--- config.mk ---
export PLATFORM = sky130hd
export DESIGN_NAME = block_state_arb
export DESIGN_NICKNAME = d
export VERILOG_FILES = /design/src/rtl/block_arb_pkg.sv /design/src/rtl/block_cmd_fifo.sv /design/src/rtl/block_state_arb.sv
export SDC_FILE = /design/constraint.sdc
export NUM_CORES = 1
export LEC_CHECK = 0
export CAP_MARGIN = 20
export CORE_MARGIN = 1.5
export CORE_UTILIZATION = 25
export CTS_BUF_LIST = sky130_fd_sc_hd__clkbuf_8
export DETAILED_ROUTE_END_ITERATION = 7
export PLACE_DENSITY = 0.53
export SYNTH_ARGS = -nofsm -noshare
export SYNTH_HDL_FRONTEND = slang
export SYNTH_SLANG_ARGS = --single-unit
--- constraint.sdc ---
create_clock -name clk -period 2.7 [get_ports clk]
set_input_delay 0.27 -clock clk [delete_from_list [all_inputs] [get_ports clk]]
set_output_delay 0.27 -clock clk [all_outputs]
set_load 0.05 [all_outputs]
--- src/rtl/block_arb_pkg.sv ---
// block_arb_pkg: shared defaults, queued-entry layout and FSM encoding for the block-state arbiter
package block_arb_pkg;
  localparam int LINE_WIDTH_DEF = 13;
  localparam int ENTRY_FLAGS = 2;
  typedef enum logic {IDLE, DRAIN} state_t;
  // a queued entry is {shift, write, data[lw-1:0]}
  function automatic int entry_width(input int lw);
    return lw + ENTRY_FLAGS;
  endfunction
endpackage

--- src/rtl/block_cmd_fifo.sv ---
// block_cmd_fifo: synchronous FIFO with registered full/empty, occupancy and flush
module block_cmd_fifo #(
  parameter int WIDTH = 15,
  parameter int DEPTH = 4
) (
  input  logic clk,
  input  logic rst,
  input  logic flush,
  input  logic push,
  input  logic pop,
  input  logic [WIDTH-1:0] din,
  output logic [WIDTH-1:0] dout,
  output logic full,
  output logic empty,
  output logic [$clog2(DEPTH+1)-1:0] level
);
  localparam int AW = $clog2(DEPTH);
  localparam int LW = $clog2(DEPTH+1);
  logic [WIDTH-1:0] mem [DEPTH];
  logic [AW-1:0] wr, rd;
  logic do_push, do_pop;
  logic [LW-1:0] level_n;
  always_comb begin
    do_push = push & !full;
    do_pop = pop & !empty;
    level_n = level + LW'(do_push) - LW'(do_pop);
  end
  assign dout = mem[rd];
  always_ff @(posedge clk)
    if (do_push) mem[wr] <= din;
  always_ff @(posedge clk)
    if (rst | flush) begin
      wr <= '0;
      rd <= '0;
      level <= '0;
      full <= 1'b0;
      empty <= 1'b1;
    end else begin
      wr <= wr + AW'(do_push);
      rd <= rd + AW'(do_pop);
      level <= level_n;
      full <= level_n == LW'(DEPTH);
      empty <= level_n == '0;
    end
endmodule

--- src/rtl/block_state_arb.sv ---
// block_state_arb: shares block_state between the painter (zero latency, top priority)
// and SPI line ops queued and drained only in blanking or while stopped, under a per-frame budget
module block_state_arb
  import block_arb_pkg::*;
#(
  parameter int LINE_WIDTH = LINE_WIDTH_DEF,
  parameter int FIFO_DEPTH = 4,
  parameter int MAX_OPS_PER_BLANK = 16
) (
  input  logic clk,
  input  logic rst,
  input  logic blank,
  input  logic frame_pulse,
  input  logic game_stopped,
  input  logic reset_req,
  input  logic pnt_next,
  input  logic pnt_write,
  input  logic [LINE_WIDTH-1:0] pnt_line,
  input  logic spi_shift,
  input  logic spi_write,
  input  logic [LINE_WIDTH-1:0] spi_line,
  output logic spi_ready,
  output logic st_next_line,
  output logic st_write_line,
  output logic [LINE_WIDTH-1:0] st_new_line,
  output logic st_reset,
  output logic busy,
  output logic overflow,
  output logic [$clog2(FIFO_DEPTH+1)-1:0] fifo_level
);
  localparam int EW = entry_width(LINE_WIDTH);
  localparam int LW = $clog2(FIFO_DEPTH+1);
  localparam int CW = $clog2(MAX_OPS_PER_BLANK+1);
  localparam logic [CW-1:0] MAX_OPS = CW'(MAX_OPS_PER_BLANK);
  state_t state;
  logic [CW-1:0] ops_cnt, ops_n;
  logic [EW-1:0] head;
  logic full, empty, req, push, pop, pnt, win, drop, go_idle, quiet;
  always_comb begin
    req = spi_shift | spi_write;
    pnt = pnt_next | pnt_write;
    win = blank | game_stopped;
    quiet = rst | reset_req;
    spi_ready = !rst & !full;
    push = req & spi_ready & !reset_req;
    drop = req & full & !reset_req;
    pop = !quiet & !pnt & state == DRAIN & !empty & ops_cnt < MAX_OPS;
    ops_n = frame_pulse ? '0 : ops_cnt + CW'(pop);
    // leave DRAIN when the queue runs dry this edge, the window closes, or the budget is spent
    go_idle = !win | ops_n >= MAX_OPS | (fifo_level + LW'(push) == LW'(pop));
    st_reset = !rst & reset_req;
    st_next_line = !quiet & (pnt ? pnt_next : pop & head[EW-1]);
    st_write_line = !quiet & (pnt ? pnt_write : pop & head[EW-2]);
    st_new_line = quiet ? '0 : pnt ? pnt_line : pop ? head[LINE_WIDTH-1:0] : '0;
    busy = state == DRAIN;
  end
  block_cmd_fifo #(.WIDTH(EW), .DEPTH(FIFO_DEPTH)) u_fifo (
    .clk(clk),
    .rst(rst),
    .flush(reset_req),
    .push(push),
    .pop(pop),
    .din({spi_shift, spi_write, spi_line}),
    .dout(head),
    .full(full),
    .empty(empty),
    .level(fifo_level)
  );
  always_ff @(posedge clk)
    if (rst) begin
      state <= IDLE;
      ops_cnt <= '0;
      overflow <= 1'b0;
    end else begin
      ops_cnt <= ops_n;
      overflow <= overflow | drop;
      state <= reset_req ? IDLE
             : state == IDLE ? ((win & !empty & ops_cnt < MAX_OPS) ? DRAIN : IDLE)
             : (go_idle ? IDLE : DRAIN);
    end
endmodule

==> results.sh, run 1 <==
export IMPL_status="finished clean"
export IMPL_track_usage_pct=10.9
export IMPL_die_h_um=117
export IMPL_drv_slew=0
export IMPL_use_met2_pct=16.9
export IMPL_postRouteAntennaNets=0
export IMPL_path_clk_slew_ps=90
export IMPL_area_growth_pct=35.9
export IMPL_whs_path_depth=2
export IMPL_core_area_sq_um=12600
export IMPL_routed_wl_um=6910
export IMPL_relSlewSlack_pct=65.8
export IMPL_p_leak_nw=1.47
export IMPL_viasPerCell=4.26
export IMPL_drc=0
export IMPL_die_w_um=117
export IMPL_timing_final_crit_period_ps=2380
export IMPL_synth_area_sq_um=3230
export IMPL_clock_root_buffer="clkbuf_8"
export IMPL_yosys_area_share_adder_pct=2.56
export IMPL_gp_congestion=0.712
export IMPL_num_vias=1915
export IMPL_clkLatencyLatePin_ps=350
export IMPL_drv_cap=0
export IMPL_cts_buffers=9
export IMPL_tns_ps=0
export IMPL_cts_max_path_buffers=2
export IMPL_syn_inst=202
export IMPL_grt_max_degree=17
export IMPL_cp_max_fo=12
export IMPL_antennaDiodeCount=0
export IMPL_synth_top_family_by_area="multiplexers"
export IMPL_path_class="reg -> out"
export IMPL_cts_tree="built"
export IMPL_p_per_area_nw_per_um2=528
export IMPL_port_buffer_count=57
export IMPL_grt_overflow=0
export IMPL_crit_path_top_delay_cell="dfxtp_1"
export IMPL_fin_skew_ps=11.8
export IMPL_synth_compound_area_share_pct=5.38
export IMPL_grt_busiest_layer="met2"
export IMPL_hpwl_um=4850
export IMPL_fin_nets=315
export IMPL_netlist_area_leader_share_pct=55.7
export IMPL_vdd_drop_max_v=0.000257
export IMPL_cp_required_ps=2430
export IMPL_drt_first_iter_violations=93
export IMPL_layout_drive_gt1_share_pct=26.3
export IMPL_cpMostUsedCell="buf_12"
export IMPL_synthSimpleGateAreaFrac_pct=10.3
export IMPL_placementRows=41
export IMPL_n_fill_cell=1236
export IMPL_syn_area_per_cell_sq_um=16.0
export IMPL_finalHoldViolations=0
export IMPL_worstRegToRegCells=7
export IMPL_ctsHoldBuffers=0
export IMPL_grt_util_met3_pct=3.32
export IMPL_utilization_pct=34.8
export IMPL_critPathArrivalTime_ps=2110
export IMPL_first_pass_iters=4
export IMPL_synth_warnings=0
export IMPL_async_flop_share_pct=0
export IMPL_clock_fmax_mhz=420
export IMPL_synth_seq_cells=76
export IMPL_rsz0062_at_grt="false"
export IMPL_finalSetupViolCount=0
export IMPL_slowest_delay_ps=590
export IMPL_synth_xor_xnor_area_share_pct=2.44
export IMPL_ios=58
export IMPL_synth_top_area_cell="edfxtp_1"
export IMPL_cp_start_kind="flip-flop"
export IMPL_critPathCaptureType="primary output"
export IMPL_ys_top_cells_by_area="edfxtp_1, mux4_2, dfxtp_1"
export IMPL_grt_pass1_vias=1948
export IMPL_total_power_mw=2.32
export IMPL_met1_usage_pct=14.5
export IMPL_max_slew_worst_pin_slew_ps=512
export IMPL_synth_enable_flop_cells=60
export IMPL_die_area_sq_um=13600
export IMPL_yosysSeqAreaShare_pct=65.7
export IMPL_post_cts_resized=0
export IMPL_grt_antenna_before_repair=0
export IMPL_h_tree_depth=3
export IMPL_ys_types=38
export IMPL_synth_flop_cell="edfxtp_1"
export IMPL_wl_per_cell_um=15.4
export IMPL_cts_sinks=76
export IMPL_synth_net_count=244
export IMPL_start_util_pct=25.6
export IMPL_grt_pass1_wl_um=10700
export IMPL_crit_chain="buf_12 > mux4_2 > a22oi_1 > nor2_1 > buf_12"
export IMPL_synthMuxAreaShare_pct=10.8
export IMPL_hold_class="reg -> reg"
export IMPL_post_cts_buffers=0
export IMPL_min_period_over_period_pct=88.2
## kinds of logic after synthesis
family          count (synthesis)
xor+xnor                        9
buf+inv                        12
fa+ha+maj                       6
simple gates                   63
mux                            16
compound gates                 20
flops                          76
## cell usage after synthesis, types with 2 or more instances
library cell  count
a21oi_1           2
a22oi_1           7
a22oi_2           6
and2_1            5
buf_2             3
buf_6             4
clkbuf_1          3
dfxtp_1          16
edfxtp_1         60
ha_1              5
mux4_2           15
nand2_1           4
nand3_1           3
nor2_1           30
nor2b_1           2
nor3_1            5
nor3b_1           3
or2_1             2
xnor2_1           5
xor2_1            4
## cell type report
class	count	area, sq um	share of cell area [%]
Clock inverter	7	67.6	1.54
Multi-Input combinational cell	114	1020	23.3
Sequential cell	76	2120	48.3
Inverter	1	3.75	0.0854
Tap cell	172	215	4.90
Clock buffer	9	124	2.82
Timing Repair Buffer	71	838	19.1
## stage by stage
stage | instance area [sq um] | cells | setup slack (ps) | hold WS (ps)
after global placement | 4200 | 434 | 271 | 479
after CTS | 4390 | 450 | 243 | 495
after detailed placement | 4200 | 434 | 216 | 472
after global routing | 4390 | 450 | 126 | 501
after floorplan | 3230 | 202 | 227 | 346
final | 4390 | 450 | 318 | 492
## metal layers
layer / part of all wire (%) / vias up
met4: 1.0 / 0
met5: 0 / -
met1: 45 / 932
li1: - / 917
met3: 5.7 / 6
met2: 49 / 60
## placed cells by master (no fill, tap or decap), types with 5 or more instances in the layout
cell type,count
a22oi_1,7
a22oi_2,6
and2_1,5
buf_12,16
buf_4,13
clkbuf_8,9
clkdlybuf4s50_1,42
dfxtp_1,16
edfxtp_1,60
ha_1,5
mux4_2,15
nor2_1,29
nor3_1,5
xnor2_1,5
## critical path: cells and delay by family (launching register included)
family | cells | cell delay (ps)
and+or+nand+nor | 1 | 90
buffers and inverters | 2 | 370
DFF | 1 | 590
muxes | 1 | 540
AOI/OAI and AO/OA | 1 | 170
## report_power, final
group | switching, mW | internal, mW | total [mW]
Combinational | 0.108 | 0.111 | 0.219
Sequential | 0.00491 | 1.27 | 1.28
Clock | 0.465 | 0.359 | 0.824
## flip-flops by register name (all words and copies together) (netlist names)
register	cells
overflow	1
u_fifo.mem	60
u_fifo.wr	2
u_fifo.rd	2
busy	1
u_fifo.empty	1
u_fifo.level	3
u_fifo.full	1
ops_cnt	5
## final timing paths
path	from	to	slack, ps
worst min-delay path	overflow$_SDFF_PP0_	overflow$_SDFF_PP0_	490
worst min register to register	overflow$_SDFF_PP0_	overflow$_SDFF_PP0_	490
worst max-delay path	u_fifo.rd[0]$_SDFF_PP0_	st_new_line[3]	320
worst max register to register	ops_cnt[4]$_SDFF_PP0_	u_fifo.full$_SDFF_PP0_	560
Power figures use the tool's default switching activity.
==> run 2: changes to the inputs <==
==> constraint.sdc (replaced) <==
create_clock -name clk -period 2.9 [get_ports clk]
set_input_delay 0.29 -clock clk [delete_from_list [all_inputs] [get_ports clk]]
set_output_delay 0.29 -clock clk [all_outputs]
set_load 0.05 [all_outputs]
==> results.sh, run 2 (synthesized netlist as in run 1, its figures left out) <==
export IMPL_n_fill_cell=1251
export IMPL_path_clk_slew_ps=90
export IMPL_path_buf_inv=2
export IMPL_grt_max_degree=18
export IMPL_multi_input_area_sq_um=1020
export IMPL_finalSetupViolCount=0
export IMPL_fin_skew_ps=12.2
export IMPL_cts_tree="built"
export IMPL_tns_ps=0
export IMPL_die_h_um=117
export IMPL_largest_register_ffs=60
export IMPL_drt_met1_wl_um=3120
export IMPL_total_power_mw=2.19
export IMPL_grt_pass1_wl_um=10900
export IMPL_placementRows=41
export IMPL_gp_congestion=0.722
export IMPL_final_common_cell="edfxtp_1"
export IMPL_postRouteAntennaNets=0
export IMPL_vdd_drop_max_v=0.000303
export IMPL_cts_buffers=9
export IMPL_ios=58
export IMPL_post_cts_resized=0
export IMPL_drv_cap=0
export IMPL_status="finished clean"
export IMPL_p_per_area_nw_per_um2=495
export IMPL_routed_wl_um=6930
export IMPL_numPlacedInstances=436
export IMPL_fin_nets=317
export IMPL_die_w_um=117
export IMPL_hpwl_um=4950
export IMPL_port_buffer_count=57
export IMPL_clock_fmax_mhz=409
export IMPL_cp_top_family="flip-flops"
export IMPL_topRoutingLayerUsed="met4"
export IMPL_track_usage_pct=11.0
export IMPL_viasPerCell=4.25
export IMPL_grt_pass1_vias=1944
export IMPL_cp_required_ps=2610
export IMPL_first_pass_iters=6
export IMPL_grt_antenna_before_repair=0
export IMPL_critPathCaptureType="primary output"
export IMPL_drt_first_iter_violations=134
export IMPL_layout_drive_gt1_share_pct=26.8
export IMPL_p_leak_nw=1.48
export IMPL_top_regs="u_fifo.mem: 60 flops, ops_cnt: 5 flops, u_fifo.level: 3 flops"
export IMPL_clkLatencyLatePin_ps=350
export IMPL_wl_per_cell_um=15.3
export IMPL_cts_sinks=76
export IMPL_relSlewSlack_pct=48.8
export IMPL_start_util_pct=25.6
export IMPL_met3_length_um=432
export IMPL_path_class="reg -> out"
export IMPL_final_area_sq_um=4410
export IMPL_dpl_instance_area_sq_um=4220
export IMPL_core_area_sq_um=12600
export IMPL_die_area_sq_um=13600
export IMPL_finalHoldViolations=0
export IMPL_h_tree_depth=3
export IMPL_cp_start_kind="flip-flop"
export IMPL_cpMostUsedCell="buf_12"
export IMPL_timing_final_crit_period_ps=2440
export IMPL_rsz0062_at_grt="false"
export IMPL_cts_max_path_buffers=2
export IMPL_antennaDiodeCount=0
export IMPL_drv_slew=0
export IMPL_regArea_sq_um=2120
export IMPL_critPathArrivalTime_ps=2150
export IMPL_grt_overflow=0
export IMPL_min_period_over_period_pct=84.2
export IMPL_whs_ps=480
export IMPL_crit_chain="buf_12 > mux4_2 > a22oi_1 > nor2_1 > buf_12"
export IMPL_max_slew_worst_pin_slew_ps=767
export IMPL_ctsHoldBuffers=0
export IMPL_slowest_delay_ps=600
export IMPL_clock_root_buffer="clkbuf_8"
export IMPL_cp_max_fo=12
export IMPL_instances_no_fill=452
export IMPL_wl_met2_um=3300
export IMPL_area_growth_pct=36.6
export IMPL_hold_class="reg -> reg"
export IMPL_top_register="u_fifo.mem"
export IMPL_num_vias=1921
export IMPL_post_cts_buffers=0
export IMPL_drc=0
export IMPL_crit_path_top_delay_cell="dfxtp_1"
export IMPL_final_cell_mix="edfxtp_1, clkdlybuf4s50_1, nor2_1"
run 2: changes by cell type in the layout (fill, tap and decap cells not counted):
cell	delta
inv_6	+3
clkinv_4	-2
clkinvlp_4	-1
clkinv_8	+1
inv_8	-1
buf_4	+2
run 2: final cells by class:
class,instances,area share [%]
sequential,76,48.1
multi-input combinational,114,23.2
timing repair buffer,73,19.3
tap,172,4.88
clock buffer,9,2.81
clock inverter,7,1.67
inverter,1,0.0850
run 2: power by group:
group / internal (mW) / total (mW) / switching (mW)
Combinational: 0.105 / 0.204 / 0.0997
Sequential: 1.19 / 1.19 / 0.00451
Clock: 0.342 / 0.791 / 0.449
Total: 1.63 / 2.19 / 0.553
run 2: tightest hold or removal path: stages, from the launching register on:
cell,delay (ps)
dfxtp_1,340
nor2_1,50
nor2_1,60
run 2: path summary, 6_finish.rpt:
path,start,end,slack [ps],cells after the start
worst min-delay path,overflow$_SDFF_PP0_,overflow$_SDFF_PP0_,480,2
worst min register to register,overflow$_SDFF_PP0_,overflow$_SDFF_PP0_,480,2
worst max-delay path,u_fifo.rd[0]$_SDFF_PP0_,st_new_line[3],460,5
worst max register to register,busy$_SDFF_PP0_,u_fifo.full$_SDFF_PP0_,620,7
run 2: routing by layer:
layer	vias to the layer above	track usage, %
met1	933	14.9
met3	9	3.43
met5	-	0
met2	57	17.0
met4	0	3.13
li1	922	-
run 2: metrics by stage:
stage	setup WS, ps	util (%)
detailed placement	221	33.4
global placement	342	33.4
finish	457	35.0
CTS	406	35.0
global route	303	35.0
floorplan	407	-
==> run 3: changes to the inputs <==
--- a/config.mk
+++ b/config.mk
@@ -10,7 +10,7 @@
 export CORE_UTILIZATION = 25
 export CTS_BUF_LIST = sky130_fd_sc_hd__clkbuf_8
 export DETAILED_ROUTE_END_ITERATION = 7
-export PLACE_DENSITY = 0.53
+export PLACE_DENSITY = 0.55
 export SYNTH_ARGS = -nofsm -noshare
 export SYNTH_HDL_FRONTEND = slang
 export SYNTH_SLANG_ARGS = --single-unit
==> constraint.sdc (replaced) <==
create_clock -name clk -period 2 [get_ports clk]
set_input_delay 0.2 -clock clk [delete_from_list [all_inputs] [get_ports clk]]
set_output_delay 0.2 -clock clk [all_outputs]
set_load 0.05 [all_outputs]
==> results.sh, run 3 (synthesized netlist as in run 1, its figures left out) <==
export IMPL_drv_cap=0
export IMPL_multi_input_area_sq_um=1180
export IMPL_ios=58
export IMPL_critPathCaptureType="flip-flop"
export IMPL_cts_tree="built"
export IMPL_cts_sinks=76
export IMPL_p_leak_nw=1.65
export IMPL_grt_pass1_vias=2129
export IMPL_fin_nets=339
export IMPL_largest_register_ffs=60
export IMPL_viasPerCell=4.23
export IMPL_routed_wl_um=7310
export IMPL_placementRows=41
export IMPL_final_common_cell="edfxtp_1"
export IMPL_finalSetupViolCount=17
export IMPL_grt_pass1_wl_um=11300
export IMPL_die_area_sq_um=13600
export IMPL_grt_overflow=0
export IMPL_cp_start_kind="input port"
export IMPL_area_growth_pct=50.0
export IMPL_violations="setup timing"
export IMPL_hold_class="reg -> reg"
export IMPL_path_class="in -> reg"
export IMPL_crit_chain="clkdlybuf4s50_1 > nor4_4 > nand2_2 > or2_4 > nand2_4 > ha_4 > fa_2 > nor4_2"
export IMPL_whs_ps=499
export IMPL_rr_endpoint="u_fifo.full$_SDFF_PP0_"
export IMPL_layout_drive_gt1_share_pct=45.4
export IMPL_ctsHoldBuffers=0
export IMPL_hpwl_um=5190
export IMPL_drt_first_iter_violations=74
export IMPL_fin_skew_ps=8.34
export IMPL_clock_root_buffer="clkbuf_8"
export IMPL_die_h_um=117
export IMPL_num_vias=2005
export IMPL_port_buffer_count=57
export IMPL_slowest_delay_ps=470
export IMPL_gp_congestion=0.730
export IMPL_grt_max_degree=17
export IMPL_crit_path_top_delay_cell="fa_2"
export IMPL_first_pass_iters=4
export IMPL_antennaDiodeCount=0
export IMPL_timing_final_crit_period_ps=2100
export IMPL_cp_max_fo=3
export IMPL_path_buf_inv=1
export IMPL_cp_top_family="simple AND/OR/NAND/NOR gates"
export IMPL_final_cell_mix="edfxtp_1, clkdlybuf4s50_1, buf_4"
export IMPL_cts_max_path_buffers=2
export IMPL_start_util_pct=25.6
export IMPL_total_power_mw=3.28
export IMPL_drv_slew=0
export IMPL_rsz0062_at_grt="true"
export IMPL_whs_path_depth=2
export IMPL_max_slew_worst_pin_slew_ps=507
export IMPL_setup_slack_ps=-98.6
export IMPL_numPlacedInstances=454
export IMPL_status="finished with violations"
export IMPL_critPathArrivalTime_ps=2340
export IMPL_clock_fmax_mhz=477
export IMPL_finalHoldViolations=0
export IMPL_min_period_over_period_pct=105
export IMPL_pre_cts_slack_ps=-469
export IMPL_vdd_drop_max_v=0.000318
export IMPL_p_per_area_nw_per_um2=676
export IMPL_postRouteAntennaNets=0
export IMPL_grt_antenna_before_repair=0
export IMPL_rrSetupSlack_ps=-90
export IMPL_die_w_um=117
export IMPL_whs_endpoint="overflow$_SDFF_PP0_"
export IMPL_track_usage_pct=11.4
export IMPL_drc=0
export IMPL_utilization_pct=38.4
export IMPL_top_register="u_fifo.mem"
export IMPL_r2r_start="u_fifo.empty$_SDFF_PP1_"
export IMPL_n_fill_cell=1229
export IMPL_final_area_sq_um=4850
export IMPL_cts_buffers=9
export IMPL_regArea_sq_um=2130
export IMPL_wl_per_cell_um=15.4
export IMPL_top_regs="u_fifo.mem: 60 flops, ops_cnt: 5 flops, u_fifo.level: 3 flops"
export IMPL_dpl_instance_area_sq_um=4430
export IMPL_path_clk_slew_ps=80
export IMPL_instances_no_fill=474
export IMPL_tns_ps=-765
export IMPL_relSlewSlack_pct=66.1
export IMPL_h_tree_depth=3
export IMPL_worstSetupStartpoint="pnt_write"
export IMPL_worstRegToRegCells=7
export IMPL_clkLatencyLatePin_ps=330
export IMPL_cp_required_ps=2240
export IMPL_core_area_sq_um=12600
export IMPL_hp_start="overflow$_SDFF_PP0_"
-- run 3: worst reg2reg max path, delay by kind of cell, from the launching register on --
kind | cells | cell delay, ps
flip-flops | 1 | 340
adder cells (fa/ha/maj) | 2 | 600
AND/OR/NAND/NOR | 5 | 1060
-- run 3: repair_timing --
item | 4_1_cts | 5_1_grt
setup buffers | 1 | 2
cloned | 1 | 0
pin swaps | 9 | 18
resized for setup | 27 | 15
endpoints found under the setup margin | 18 | 20
-- run 3: worst max-delay path by stage --
stage                              endpoint  slack (ps)  cells after the start
CTS                  u_fifo.full$_SDFF_PP0_        -120                      7
detailed placement   u_fifo.full$_SDFF_PP0_        -470                      8
global route        u_fifo.empty$_SDFF_PP1_        -170                     10
global placement     u_fifo.full$_SDFF_PP0_        -420                      8
floorplan            u_fifo.full$_SDFF_PP0_         -70                      9
finish               u_fifo.full$_SDFF_PP0_        -100                      8
-- run 3: per-layer routing --
metal / part of all wire (%) / track usage, % / up-vias
li1: - / - / 959
met1: 43 / 14.6 / 994
met2: 51 / 19.3 / 50
met3: 5.6 / 3.22 / 2
met4: 0.40 / 2.41 / 0
met5: 0 / 0 / -
-- run 3: layout make-up --
cell class / instances / area share (%)
clock buffer: 9 / 2.55
inverter: 1 / 0.0774
timing repair buffer: 95 / 22.8
multi-input combinational: 114 / 24.4
tap: 172 / 4.44
clock inverter: 7 / 1.73
sequential: 76 / 44.0
-- run 3: power by group --
| group | internal, mW | switching, mW | leakage, nW |
|---|---|---|---|
| sequential | 1.72 | 0.00642 | 0.674 |
| combinational | 0.182 | 0.166 | 0.864 |
| clock | 0.688 | 0.518 | 0.109 |
| total | 2.59 | 0.690 | 1.65 |
